<file path="src/rtl/mem_stage_pkg.sv">
// ---------------------------------------------------------------------------
// Common: shared types for the pipeline memory stage.
//   MemType - load/store access width and extension kind
//   Cond    - branch condition evaluated against ALU flags
//   Flags   - ALU status flags (zero, carry)
//   Signals - per-instruction bundle passed between pipeline stages
//   state_t - memory stage FSM encoding
//   cond_true() - evaluates a Cond against a Flags value
// ---------------------------------------------------------------------------
package Common;

   typedef enum logic [2:0] {
      MT_BYTE  = 3'd0,
      MT_HALF  = 3'd1,
      MT_WORD  = 3'd2,
      MT_BYTEU = 3'd3,
      MT_HALFU = 3'd4
   } MemType;

   typedef enum logic [2:0] {
      C_NEVER  = 3'd0,
      C_ALWAYS = 3'd1,
      C_EQ     = 3'd2,
      C_NE     = 3'd3,
      C_LT     = 3'd4,
      C_GE     = 3'd5
   } Cond;

   typedef struct packed {
      logic zero;
      logic carry;
   } Flags;

   typedef struct packed {
      logic        valid;
      logic [31:0] pc;
      logic [31:0] reg2;
      logic        wback;
      logic [4:0]  wreg;
      logic [31:0] wdata;   // ALU result, or effective address for memory ops
      logic [31:0] branch;  // branch target
      Flags        flags;
      Cond         cond;
      logic        memr;
      logic        memw;
      MemType      memt;
   } Signals;

   typedef enum logic [1:0] {
      ST_IDLE   = 2'd0,
      ST_ACCESS = 2'd1,
      ST_DONE   = 2'd2
   } state_t;

   function automatic logic cond_true(input Cond c, input Flags f);
      logic r;
      case (c)
         C_ALWAYS: r = 1'b1;
         C_EQ:     r = f.zero;
         C_NE:     r = ~f.zero;
         C_LT:     r = f.carry;
         C_GE:     r = ~f.carry;
         default:  r = 1'b0;
      endcase
      return r;
   endfunction

endpackage

</file>
<file path="src/rtl/mem_align.sv">
// ---------------------------------------------------------------------------
// mem_align: combinational data-bus alignment for the memory stage.
//   Request side : req_memt, req_addr_lo, reg2 -> be, wdata, misaligned
//                  (byte enables, lane-replicated store data, alignment fault)
//   Response side: rsp_memt, rsp_addr_lo, rdata -> load_data
//                  (lane select plus sign/zero extension)
// ---------------------------------------------------------------------------
module mem_align
   import Common::*;
(
   input  MemType      req_memt,
   input  logic [1:0]  req_addr_lo,
   input  logic [31:0] reg2,
   output logic [3:0]  be,
   output logic [31:0] wdata,
   output logic        misaligned,
   input  MemType      rsp_memt,
   input  logic [1:0]  rsp_addr_lo,
   input  logic [31:0] rdata,
   output logic [31:0] load_data
);

   logic [7:0]  lane [4];
   logic [7:0]  byte_sel;
   logic [15:0] half_sel;

   for (genvar gi = 0; gi < 4; gi++) begin : g_lane
      assign lane[gi] = rdata[gi*8 +: 8];
   end

   always_comb begin
      be         = 4'b1111;
      wdata      = reg2;
      misaligned = 1'b0;
      case (req_memt)
         MT_BYTE, MT_BYTEU: begin
            be    = 4'b0001 << req_addr_lo;
            wdata = {4{reg2[7:0]}};
         end
         MT_HALF, MT_HALFU: begin
            be         = req_addr_lo[1] ? 4'b1100 : 4'b0011;
            wdata      = {2{reg2[15:0]}};
            misaligned = req_addr_lo[0];
         end
         default: begin
            // Word, and any unused encoding, is treated as a full word.
            misaligned = |req_addr_lo;
         end
      endcase
   end

   always_comb begin
      byte_sel = lane[rsp_addr_lo];
      half_sel = rsp_addr_lo[1] ? rdata[31:16] : rdata[15:0];
      case (rsp_memt)
         MT_BYTE:  load_data = {{24{byte_sel[7]}}, byte_sel};
         MT_BYTEU: load_data = {24'd0, byte_sel};
         MT_HALF:  load_data = {{16{half_sel[15]}}, half_sel};
         MT_HALFU: load_data = {16'd0, half_sel};
         default:  load_data = rdata;
      endcase
   end

endmodule

</file>
<file path="src/rtl/mem_stage.sv">
// ---------------------------------------------------------------------------
// mem_stage: pipeline memory stage between ALU and writeback.
//   clk, rst        - rising-edge clock, asynchronous active-high reset
//   i_signals       - instruction from the ALU stage
//   o_signals       - instruction to writeback (wdata = load data or ALU result)
//   o_stall         - holds upstream while a memory access is in flight
//   o_redirect/o_target - registered taken-branch pulse and its target
//   o_fault         - one-cycle pulse on misaligned access or bus timeout
//   dmem_*          - request/ack data bus (req held until ack)
// Non-memory ops pass through in one cycle. Aligned loads/stores go
// Idle -> Access (bus request) -> Done (result presented) -> Idle.
// ---------------------------------------------------------------------------
module mem_stage
   import Common::*;
#(
   localparam int TIMEOUT_DEFAULT = 255,
   parameter  int TIMEOUT         = TIMEOUT_DEFAULT
) (
   input  logic        clk,
   input  logic        rst,
   input  Signals      i_signals,
   output Signals      o_signals,
   output logic        o_stall,
   output logic        o_redirect,
   output logic [31:0] o_target,
   output logic        o_fault,
   output logic        dmem_req,
   output logic        dmem_we,
   output logic [31:0] dmem_addr,
   output logic [31:0] dmem_wdata,
   output logic [3:0]  dmem_be,
   input  logic [31:0] dmem_rdata,
   input  logic        dmem_ack
);

   localparam int CNT_W = (TIMEOUT < 2) ? 1 : $clog2(TIMEOUT);

   state_t      state_q, state_d;
   logic [CNT_W-1:0] cnt_q, cnt_d;
   Signals      cap_q, cap_d;        // memory op held for the whole access
   Signals      o_sig_q, o_sig_d;
   logic        req_q, req_d;
   logic        we_q, we_d;
   logic [31:0] addr_q, addr_d;
   logic [31:0] wdata_q, wdata_d;
   logic [3:0]  be_q, be_d;
   logic        redirect_q, redirect_d;
   logic [31:0] target_q, target_d;
   logic        fault_q, fault_d;
   logic        stall;

   logic [3:0]  al_be;
   logic [31:0] al_wdata;
   logic        al_misaligned;
   logic [31:0] al_load;
   logic        ack_v;
   logic        is_mem;

   mem_align u_align (
      .req_memt    (i_signals.memt),
      .req_addr_lo (i_signals.wdata[1:0]),
      .reg2        (i_signals.reg2),
      .be          (al_be),
      .wdata       (al_wdata),
      .misaligned  (al_misaligned),
      .rsp_memt    (cap_q.memt),
      .rsp_addr_lo (cap_q.wdata[1:0]),
      .rdata       (dmem_rdata),
      .load_data   (al_load)
   );

   // An ack with no outstanding request is stray and must not complete anything.
   assign ack_v  = dmem_ack & req_q;
   assign is_mem = i_signals.memr | i_signals.memw;

   always_comb begin
      state_d       = state_q;
      cnt_d         = cnt_q;
      cap_d         = cap_q;
      o_sig_d       = o_sig_q;
      o_sig_d.valid = 1'b0;
      req_d         = req_q;
      we_d          = we_q;
      addr_d        = addr_q;
      wdata_d       = wdata_q;
      be_d          = be_q;
      redirect_d    = 1'b0;
      target_d      = target_q;
      fault_d       = 1'b0;
      stall         = 1'b0;

      case (state_q)
         ST_IDLE: begin
            if (i_signals.valid) begin
               redirect_d = cond_true(i_signals.cond, i_signals.flags);
               target_d   = i_signals.branch;
               if (is_mem && al_misaligned) begin
                  // Completes immediately as a non-writing op.
                  fault_d       = 1'b1;
                  o_sig_d       = i_signals;
                  o_sig_d.wback = 1'b0;
               end else if (is_mem) begin
                  stall   = 1'b1;
                  state_d = ST_ACCESS;
                  cnt_d   = '0;
                  cap_d   = i_signals;
                  req_d   = 1'b1;
                  we_d    = i_signals.memw;
                  addr_d  = {i_signals.wdata[31:2], 2'b00};
                  wdata_d = al_wdata;
                  be_d    = al_be;
               end else begin
                  o_sig_d = i_signals;
               end
            end
         end

         ST_ACCESS: begin
            stall = 1'b1;
            // Ack is checked first so it wins over a simultaneous timeout.
            if (ack_v) begin
               state_d = ST_DONE;
               req_d   = 1'b0;
               we_d    = 1'b0;
               be_d    = 4'b0000;
               o_sig_d = cap_q;
               if (cap_q.memr) begin
                  o_sig_d.wdata = al_load;
               end
            end else if (cnt_q == CNT_W'(TIMEOUT - 1)) begin
               state_d       = ST_DONE;
               req_d         = 1'b0;
               we_d          = 1'b0;
               be_d          = 4'b0000;
               fault_d       = 1'b1;
               o_sig_d       = cap_q;
               o_sig_d.wback = 1'b0;
            end else begin
               cnt_d = cnt_q + CNT_W'(1);
            end
         end

         default: begin
            stall   = 1'b1;
            state_d = ST_IDLE;
         end
      endcase
   end

   always_ff @(posedge clk or posedge rst) begin
      if (rst) begin
         state_q    <= ST_IDLE;
         cnt_q      <= '0;
         cap_q      <= '0;
         o_sig_q    <= '0;
         req_q      <= 1'b0;
         we_q       <= 1'b0;
         addr_q     <= '0;
         wdata_q    <= '0;
         be_q       <= 4'b0000;
         redirect_q <= 1'b0;
         target_q   <= '0;
         fault_q    <= 1'b0;
      end else begin
         state_q    <= state_d;
         cnt_q      <= cnt_d;
         cap_q      <= cap_d;
         o_sig_q    <= o_sig_d;
         req_q      <= req_d;
         we_q       <= we_d;
         addr_q     <= addr_d;
         wdata_q    <= wdata_d;
         be_q       <= be_d;
         redirect_q <= redirect_d;
         target_q   <= target_d;
         fault_q    <= fault_d;
      end
   end

   assign o_signals  = o_sig_q;
   assign o_stall    = stall;
   assign o_redirect = redirect_q;
   assign o_target   = target_q;
   assign o_fault    = fault_q;
   assign dmem_req   = req_q;
   assign dmem_we    = we_q;
   assign dmem_addr  = addr_q;
   assign dmem_wdata = wdata_q;
   assign dmem_be    = be_q;

endmodule

</file>
<file path="config.mk">
export PLATFORM = sky130hd
export DESIGN_NAME = mem_stage
export DESIGN_NICKNAME = d
export VERILOG_FILES = /design/src/rtl/mem_stage_pkg.sv /design/src/rtl/mem_align.sv /design/src/rtl/mem_stage.sv
export SDC_FILE = /design/constraint.sdc
export NUM_CORES = 1
export LEC_CHECK = 0
export ABC_CLOCK_PERIOD_IN_PS = 14500
export CAP_MARGIN = 20
export CORE_ASPECT_RATIO = 1.5
export CORE_MARGIN = 2
export CORE_UTILIZATION = 45
export CTS_CLUSTER_SIZE = 20
export DETAILED_ROUTE_END_ITERATION = 12
export PLACE_DENSITY = 0.79
export SYNTH_ARGS = -nofsm -noshare
export SYNTH_HDL_FRONTEND = slang
export SYNTH_SLANG_ARGS = --single-unit
</file>
<file path="constraint.sdc">
create_clock -name clk -period 14.5 [get_ports clk]
set_clock_uncertainty 0.1 [all_clocks]
set_input_delay 4.35 -clock clk [delete_from_list [all_inputs] [get_ports clk]]
set_output_delay 4.35 -clock clk [all_outputs]
set_load 0.05 [all_outputs]
</file>
# [Word level (Yosys, flattened, before mapping)]
# Index checks and enable logic that the tools add are counted.
[totals] mem_bits_ro=0 in_bits=180 regBits=402 memories=0 mem_bits_rw=0 latchBits=0 elab_cells=135
[op_classes] reduce_logical=14 add_sub_neg=1 n_mul=0 shift=1 div_mod_pow=0 n_bitwise=6 n_mux=56 magnitude_cmp=1 n_eq_ne=20
[ops] cell="two-way mux 145 bit" n=5
[ops] cell="one-hot mux 145 bit (2 select lines)" n=1
[ops] cell="one-hot mux 32 bit (4 select lines)" n=1
[ops] cell="one-hot mux 32 bit (2 select lines)" n=1
[ops] cell="two-way mux 8 bit" n=7
[ops] cell="two-way mux 32 bit" n=1
[ops] cell="two-way mux 4 bit" n=6
[ops] cell="two-way mux 1 bit" n=18
[ops] cell="binary-select mux 8 bit (select 2 bit)" n=1
[ops] cell="two-way mux 16 bit" n=1
[ops] cell="one-hot mux 4 bit (2 select lines)" n=2
[ops] cell="one-hot mux 8 bit (2 select lines)" n=1
[ops] cell="== test 3 x 2 -> 1 bit, second input constant" n=4
[ops] cell="== test 3 bit, second input constant" n=4
[ops] cell="AND reduction 4 bit" n=3
[ops] cell="two-way mux 2 bit" n=5
[ops] cell="!= test 2 bit, second input constant" n=5
[ops] cell="== test 3 x 1 -> 1 bit, second input constant" n=3
[ops] cell="adder 8 x 1 -> 8 bit, second input constant" n=1
[ops] cell="== test 8 bit, second input constant" n=1
[ops] cell="one-hot mux 1 bit (2 select lines)" n=4
[ops] cell="zero test 3 bit" n=2
[ops] cell="!= test 3 bit, second input constant" n=2
[ops] cell="AND reduction 6 bit" n=1
[ops] cell="other kinds (15)" n=19

# [Logic depth before layout (Yosys ltp)]
[depth] depth_word=8 ltp_mapped=10

# [Hierarchy]
# A second synthesis with hierarchy kept.
[unflattened] hier_cells=1838 area_unflattened_um2=17513.0
[by_module_without_submodules] mod="mem_stage" area_per_inst_um2=15572.4 instances=1 seq_area_each_um2=9308.9 cells_per_inst=1538
[by_module_without_submodules] mod="mem_align" area_per_inst_um2=1940.6 instances=1 seq_area_each_um2=0.0 cells_per_inst=300

# [Worst setup path after synthesis]
# No wires, ideal clock.
[synth_timing] kind="input-to-output" from="input port i_signals[1] in the netlist's numbering" to="output port o_stall" path_slack_ps=4556 arrival_ps=5494 t_required_ps=10050 path_stages=5 n_path_buf=1 path_cell_list="buf_2 -> nor2b_2 -> a221oi_2 -> nand3_1 -> nand2_1"
[synth_between] elab_chain_len=7 elab_cells_between_ends=11 cone_classes="eq/ne: 3; mux: 4; reduce/logical: 4"
[synth_rtl] item="start: declaration" line_no="mem_stage.sv:21" source="input Signals i_signals,"
[synth_rtl] item="== test 3 x 1 -> 1 bit, or another cell as far along" line_no="mem_align.sv:35" source="case (req_memt)"
[synth_rtl] item="OR reduction 2 bit" line_no="mem_align.sv:35"
[synth_rtl] item="one-hot mux 1 bit (2 select lines) *" line_no="mem_align.sv:35"
[synth_rtl] item="logical AND 1 bit *" line_no="mem_stage.sv:97" source="if (is_mem && al_misaligned) begin"
[synth_rtl] item="two-way mux 1 bit *" line_no="mem_stage.sv:97"
[synth_rtl] item="two-way mux 1 bit *" line_no="mem_stage.sv:94" source="if (i_signals.valid) begin"
[synth_rtl] item="two-way mux 1 bit *" line_no="mem_stage.sv:92" source="case (state_q)"
[synth_rtl] item="end: declaration" line_no="mem_stage.sv:23" source="output logic o_stall,"
# Every way passes the cells marked *; elsewhere a longest branch is shown, timed or not.

# [Worst setup path in the final report]
[layout_timing] from="input port i_signals[0] in the netlist's numbering" to="output port o_stall"
# The elaborated chain is that of the path after synthesis.

==> impl_summary.log <==
[metrics] maximum clock rate: between 80 and 90 MHz
[metrics] ratio of cells with drive above 1 in the final layout: 5.01%
[metrics] final std cell area, no fill: 22,100 um^2
[metrics] critical path's slowest cell: clkdlybuf4s50_1
[metrics] Filler cells: 3,065
[metrics] number of nets with antenna violations after detailed routing: 0
[metrics] # port buffers: 427
[metrics] measured slew at the worst slew-check pin: 1.13 ns
[metrics] category of the critical setup timing path: in2out
[metrics] Core Box Area: 36,600 um^2
[metrics] aggregate routed wire length: 55,700 um
[metrics] CP most frequent cell: clkdlybuf4s50_1
[metrics] number of buffers inserted for hold repair after clock tree synthesis: 0
[metrics] combined area of all synthesized cells: 16,600 um^2
[metrics] number of levels in the clock H-tree: 2
[metrics] Max VDD drop: 206 uV
[metrics] CP endpoint kind: primary output
[metrics] Placed Area: 20,800 um^2
[metrics] startpoint types: primary input
[metrics] maximum count of clock buffers along a single path: 3
[metrics] arrival time reported for the critical path endpoint: slightly above 7 ns
[metrics] critical-path cell list: clkdlybuf4s50_1 > nor2b_2 > a221oi_2 > nand3_1 > nand2_1 > clkdlybuf4s50_1
[metrics] required time at the endpoint of the critical path: 10.05 ns
[metrics] leakage power of the design: roughly 10 nW
[metrics] setup slack after placement: 2.94 ns
[metrics] most common flop cell mapped by yosys: dfrtp_1
[metrics] worst slack on hold paths: around 0.37 ns
[metrics] global-route usage over all layers: 28.3%
[metrics] crit path max fanout: 21
[metrics] Inserted Clock Buffers: 36
[metrics] EDFF count, synth: 0
[metrics] most area-consuming cells after synthesis: dfrtp_1, nand2_1, a22oi_1, nand3_1, buf_4
[metrics] Seq. cell area: a little over 9000 um^2
[metrics] total clock sinks: 364
[metrics] final max-slew violation count: 0
[metrics] number of failing setup endpoints in the final timing report: 0
[metrics] post-synthesis sequential element count: around 360
[metrics] clock tree root driver cell: clkbuf_16
[metrics] via density per instance: 5.74
[metrics] total area of multi-input combinational cells: roughly 6600 um^2
[metrics] global-route congestion overflow total: 0
[metrics] worst slew margin relative to its limit: 25.0%
[metrics] die footprint: 38,600 um^2
[metrics] Pwr Density: 260 nW/um^2
[metrics] result of the run: finished, final reports clean
[metrics] distinct cell type count of the synthesized netlist: 62
[metrics] asr flop ratio synth: 100%
[metrics] average footprint of a synthesized cell: 8.95 um^2
[metrics] Final Cycle Share: 80.1%
[metrics] initial antenna violation count: 2
[metrics] signed area change from the synthesized netlist to the final layout: 32.6%
[metrics] wire length of the first global-routing pass: between 80,000 and 90,000 um
[metrics] number of global-route vias before repair: 15,246
[metrics] final setup margin: 2.89 ns
[metrics] final weighted congestion in routability-driven placement: between 0.8 and 0.9
[metrics] overall power of the completed layout: 5.74 mW
[metrics] HPWL after detailed placement: 36,900 um
[metrics] detailed-route wire length per cell: between 20 and 25 um
[metrics] setup repair after global routing missed its margin: no
[metrics] largest net degree at the start of global routing: 168
[metrics] TritonCTS clock tree: yes
[metrics] Hold Vio Cnt, Final: 0
[metrics] clock latency of the later-clocked register in the worst-skew pair: 0.54 ns
[metrics] clock-pin slew on the worst setup and hold paths: 0.06 ns
[metrics] register-to-register path setup slack: 10.78 ns
[metrics] worst hold path class: reg2reg
[metrics] total number of vias: 15,397
[metrics] post-synthesis instance total: roughly 1,900
[metrics] maximum capacitance violations: 0
[metrics] Total Negative Setup Slacks: 0 ns
[metrics] DRC marker count from the first detailed-route iteration: 1,744
[metrics] final critical path time including I/O delays and setup: between 10 and 15 ns
[metrics] Initial Utilization: 45.5%
[metrics] chip height: 240 um
[metrics] remaining design rule violation count: 0
[metrics] sequential-to-total area share from yosys stat: between 50% and 60%
[metrics] cell type with the largest total area after synthesis: dfrtp_1
[metrics] Max stage delay on crit path: between 0.9 and 1 ns
[metrics] proportion of netlist area held by the largest area contributor: 54.7%
[metrics] standard-cell rows: 86
[metrics] first-pass iteration count of the detailed router: 11
[metrics] count of nets after finishing: 2,353
[metrics] total of warnings raised by yosys: 0
[metrics] # resized after CTS: 0
[metrics] number of I/O pins: 430
[metrics] Die W: about 160 um
[metrics] setup repair bufs after CTS: 0
[power by group]
group	switching, mW	internal [mW]	total, mW
registers	0.320	1.48	1.80
logic	2.02	0.930	2.95
clock network	0.417	0.567	0.984
[synth_stat cells, types with 10 or more instances]
cell      instances
nand2_1         685
dfrtp_1         364
nand3_1         133
a22oi_1         123
clkbuf_1         69
a21oi_1          59
buf_2            59
nor2_1           57
o21ai_0          52
buf_4            43
nor3_1           25
a222oi_1         21
inv_1            18
mux2_2           18
mux2i_1          10
[critical path: cells and delay by family]
family	cells	cell delay (ns)
AOI/OAI and AO/OA	1	0.60
and+or+nand+nor	3	0.44
buffers and inverters	2	1.75
[per-stage QoR]
step	utilization, %	std cells
finish	60.4	2683
global placement	56.9	2616
CTS	60.3	2680
detailed placement	56.9	2616
global route	60.4	2683
floorplan	-	1862
[path summary, 6_finish.rpt]
kind / startpoint / end / depth (start not counted)
min: cap_q[144] / cap_q[144] / 1
min in group asynchronous: rst / o_signals[108] / 3
max: i_signals[0] / o_stall / 6
max reg2reg: state_q[0] / dmem_wdata[31] / 6
min reg2reg: cap_q[144] / cap_q[144] / 1
max in group asynchronous: rst / cap_q[97] / 4
[cell families after synthesis]
logic type	after synthesis	synth area share, %
buffers and inverters	194	5.83
and+or+nand+nor	938	23.1
AOI/OAI and AO/OA	333	14.2
DFF	364	54.7
other	1	0.0225
muxes	29	1.95
adders and majority gates	2	0.150
[registers in the layout (all words and copies together), names as in the netlist]
register	count
o_signals	145
cap_q	144
o_target	32
dmem_wdata	24
cnt_q	8
dmem_be	4
state_q	2
dmem_addr	1
dmem_req	1
dmem_we	1
o_fault	1
o_redirect	1
[cell type report]
type,count,area share (%)
Antenna cell,2,0.0227
Sequential cell,364,41.2
Clock inverter,14,0.776
Clock buffer,50,4.78
Inverter,18,0.334
Timing Repair Buffer,447,20.1
Tap cell,484,2.74
Multi-Input combinational cell,1304,29.9
[layout by cell type, fill, tap and decap left out, types with 6 or more instances in the layout]
cell type / synthesis / routed
clkbuf_1: 69 / 6
clkbuf_8: 0 / 6
buf_4: 43 / 18
o21ai_0: 52 / 52
a311o_1: 8 / 8
nand2_1: 685 / 684
o211a_1: 6 / 6
clkdlybuf4s50_1: 0 / 427
clkbuf_16: 0 / 38
a221o_1: 6 / 6
nor3_1: 25 / 25
nor2b_1: 8 / 8
inv_1: 18 / 16
mux2_2: 18 / 18
nand3_1: 133 / 132
a21oi_1: 59 / 59
o2bb2ai_1: 8 / 8
a222oi_1: 21 / 21
a22oi_1: 123 / 123
nor2_1: 57 / 57
dfrtp_1: 364 / 364
mux2i_1: 10 / 9
a21boi_0: 6 / 6
[layer usage]
metal	track usage, %	wire length [um]	vias up
li1	-	-	6931
met1	34.5	20800	7570
met2	47.1	27400	731
met3	6.37	4390	165
met4	14.6	3080	0
met5	0	0	-
No activity file was read; power rests on OpenSTA's default activity.
==> RTL change (same flow settings) <==
Take the reset off `addr_q` and load it in a clocked block of its own.
--- a/src/rtl/mem_stage.sv
+++ b/src/rtl/mem_stage.sv
@@ -157,3 +157,2 @@
          we_q       <= 1'b0;
-         addr_q     <= '0;
          wdata_q    <= '0;
@@ -170,3 +169,2 @@
          we_q       <= we_d;
-         addr_q     <= addr_d;
          wdata_q    <= wdata_d;
@@ -177,2 +175,6 @@
       end
+   end
+
+   always_ff @(posedge clk) begin
+      addr_q <= addr_d;
    end
Check against the original RTL: not equivalent (Yosys sat finds a counterexample within 4 cycles, from zero or initial values and one cycle with rst high; the reset may be asserted at any time).
==> RTL change against the original RTL <==
  * Design area grew 2.6%
  * Wire length decreased by 5.2%
  * Via count is 3.5% lower
  * Global-route usage decreased by 1.9 points
  * Power grew 0.59%
  * Die area up 0.89%
  * Clock power up 6%
  * Combinational power shrank 5%
  * Setup slack gained 0.091 ns
  * Sequential cell count is 30 higher
  * Critical path type unchanged
  * Synthesized area grew 0.91%
  * First-iteration DRC count is 19% lower
==> RTL change: results (changes against the original RTL) <==
The flow ran to the end, and the final reports show no timing, DRC or antenna violations. The run gives 2631 (was 2616) as the cell count after placement. Leakage power summed over all cells: 0.01052 µW (was 0.01033 µW).

The sequential area share after synthesis was 0.5958 (was 0.5471). Commonest cells in the netlist: sky130_fd_sc_hd__nand2_1, sky130_fd_sc_hd__dfrtp_1, sky130_fd_sc_hd__a22oi_1, sky130_fd_sc_hd__nor2_1, sky130_fd_sc_hd__a21oi_1 (was sky130_fd_sc_hd__nand2_1, sky130_fd_sc_hd__dfrtp_1, sky130_fd_sc_hd__nand3_1, sky130_fd_sc_hd__a22oi_1, sky130_fd_sc_hd__clkbuf_1). Overall global routing resource usage: 0.2637 (was 0.2831). The tools report the peak ir drop on the vdd network as 153.6 µV (was 206.1 µV). The maximum fanout along the worst path is 20 (was 21).

The final standard cell count with taps included and fillers excluded is 2705 (was 2683). The total clock buffers created by CTS was 38 (was 36). Buffer count from post-CTS setup fixing: 0 (unchanged). The placed cell area was 21280 µm² (was 20830 µm²); the number of global-route vias before repair was 14670 (was 15250).

The first-pass iteration count of the detailed router came out at 8 (was 11). The number of antenna violations at the first check in global routing is 3 (was 2). The number of warnings issued by yosys was 0 (unchanged). The number of enable flip-flop cells after synthesis was 30 (was 0); the count of unique library cells instantiated by Yosys was 54 (was 62). The maximum single-stage delay on the critical path was 0.90 ns (was 0.94 ns); the average vias per placed instance was 5.493 (was 5.739). The logs give 52810 µm (was 55700 µm) for the routed wire length and 7.07 ns (was 7.16 ns) for the data arrival time at the worst-slack endpoint. The run gives 35360 µm (was 36920 µm) as the HPWL after detailed placement.

The count of routing violations after the opening detailed-route iteration was 1409 (was 1744); the ratio of cells with drive above 1 in the final layout was 0.04465 (was 0.05007). The worst-margin pin slew was 1.085 ns (was 1.125 ns). The net total in the final layout is 2371 (was 2353). Share of flip-flops with an asynchronous set or reset after synthesis: 0.9239 (was 1.000). Synth top area cells: sky130_fd_sc_hd__dfrtp_1, sky130_fd_sc_hd__nand2_1, sky130_fd_sc_hd__a22oi_1, sky130_fd_sc_hd__edfxtp_1, sky130_fd_sc_hd__a21oi_1 (was sky130_fd_sc_hd__dfrtp_1, sky130_fd_sc_hd__nand2_1, sky130_fd_sc_hd__a22oi_1, sky130_fd_sc_hd__nand3_1, sky130_fd_sc_hd__buf_4). The number of cells produced by synthesis was 1834 (was 1861). The pin count of the biggest net entering global routing is 176 (was 168), and the setup TNS after final layout is 0 ns (unchanged).
[RTL change: cell count changes in the layout (fill, tap and decap cells not counted), moves of 21 or more]
cell	unedited run	this run
sky130_fd_sc_hd__nand3_1	132	18
sky130_fd_sc_hd__nand2_1	684	792
sky130_fd_sc_hd__nor2_1	57	107
sky130_fd_sc_hd__edfxtp_1	0	30
sky130_fd_sc_hd__a21oi_1	59	85
sky130_fd_sc_hd__o21ai_0	52	29
sky130_fd_sc_hd__nor3_1	25	4
[RTL change: cell families (layout without fill, tap and decap cells)]
family                   count (synthesis)  count (layout)  share of synthesized area
multiplexers                            26              26                    0.01683
other                                    1               6                  0.0002232
AND/OR/NAND/NOR                        959             959                     0.2220
adder cells (fa/ha/maj)                  2               2                   0.001489
XOR/XNOR                                 3               3                   0.001564
AO/OA/AOI/OAI                          308             308                     0.1246
buffers and inverters                  141             523                    0.03753
flip-flops                             394             394                     0.5958
[RTL change: path summary, 6_finish.rpt]
kind,startpoint,to,slack [ns],depth (start not counted)
min in group asynchronous,rst,o_signals[14],4.02,2
min reg2reg,o_signals[127],o_signals[127],0.37,2
max in group asynchronous,rst,dmem_wdata[8],8.70,4
min,o_signals[127],o_signals[127],0.37,2
max reg2reg,state_q[0],dmem_be[0],9.77,7
max,i_signals[0],o_stall,2.98,6
[RTL change: layout make-up]
class	count	area (µm²)
Clock buffer	55	1179
Timing Repair Buffer	443	4452
Clock inverter	13	142.6
Multi-Input combinational cell	1300	6206
Tap cell	484	605.6
Inverter	12	58.81
Sequential cell	394	10010
Antenna cell	4	10.01
Fill cell	3048	14140
[RTL change: layer usage]
| layer | part of all wire | GRT usage |
|---|---|---|
| met5 | 0 | 0 |
| met4 | 0.051 | 0.1322 |
| met3 | 0.078 | 0.05052 |
| met2 | 0.51 | 0.4481 |
| met1 | 0.37 | 0.3221 |
[RTL change: per-stage QoR]
stage | util | power, µW
floorplan | - | 3757
global placement | 0.5784 | 4662
detailed placement | 0.5784 | 4737
CTS | 0.6143 | 5799
global route | 0.6157 | 6071
finish | 0.6158 | 5777
[RTL change: where the power goes]
| part | total, µW | internal (µW) | switching [µW] |
|---|---|---|---|
| clock network | 1040 | 618 | 423 |
| logic | 2810 | 878 | 1930 |
| registers | 1930 | 1610 | 322 |
| total | 5780 | 3100 | 2670 |
[RTL change: worst register-to-register path, stage by stage (launching register included)]
cell	delay [ns]
sky130_fd_sc_hd__dfrtp_1	0.45
sky130_fd_sc_hd__nand2b_1	0.24
sky130_fd_sc_hd__nor2_4	0.76
sky130_fd_sc_hd__nand2_4	0.74
sky130_fd_sc_hd__inv_8	0.95
sky130_fd_sc_hd__buf_4	0.97
sky130_fd_sc_hd__nand2_1	0.25
sky130_fd_sc_hd__o22ai_1	0.20
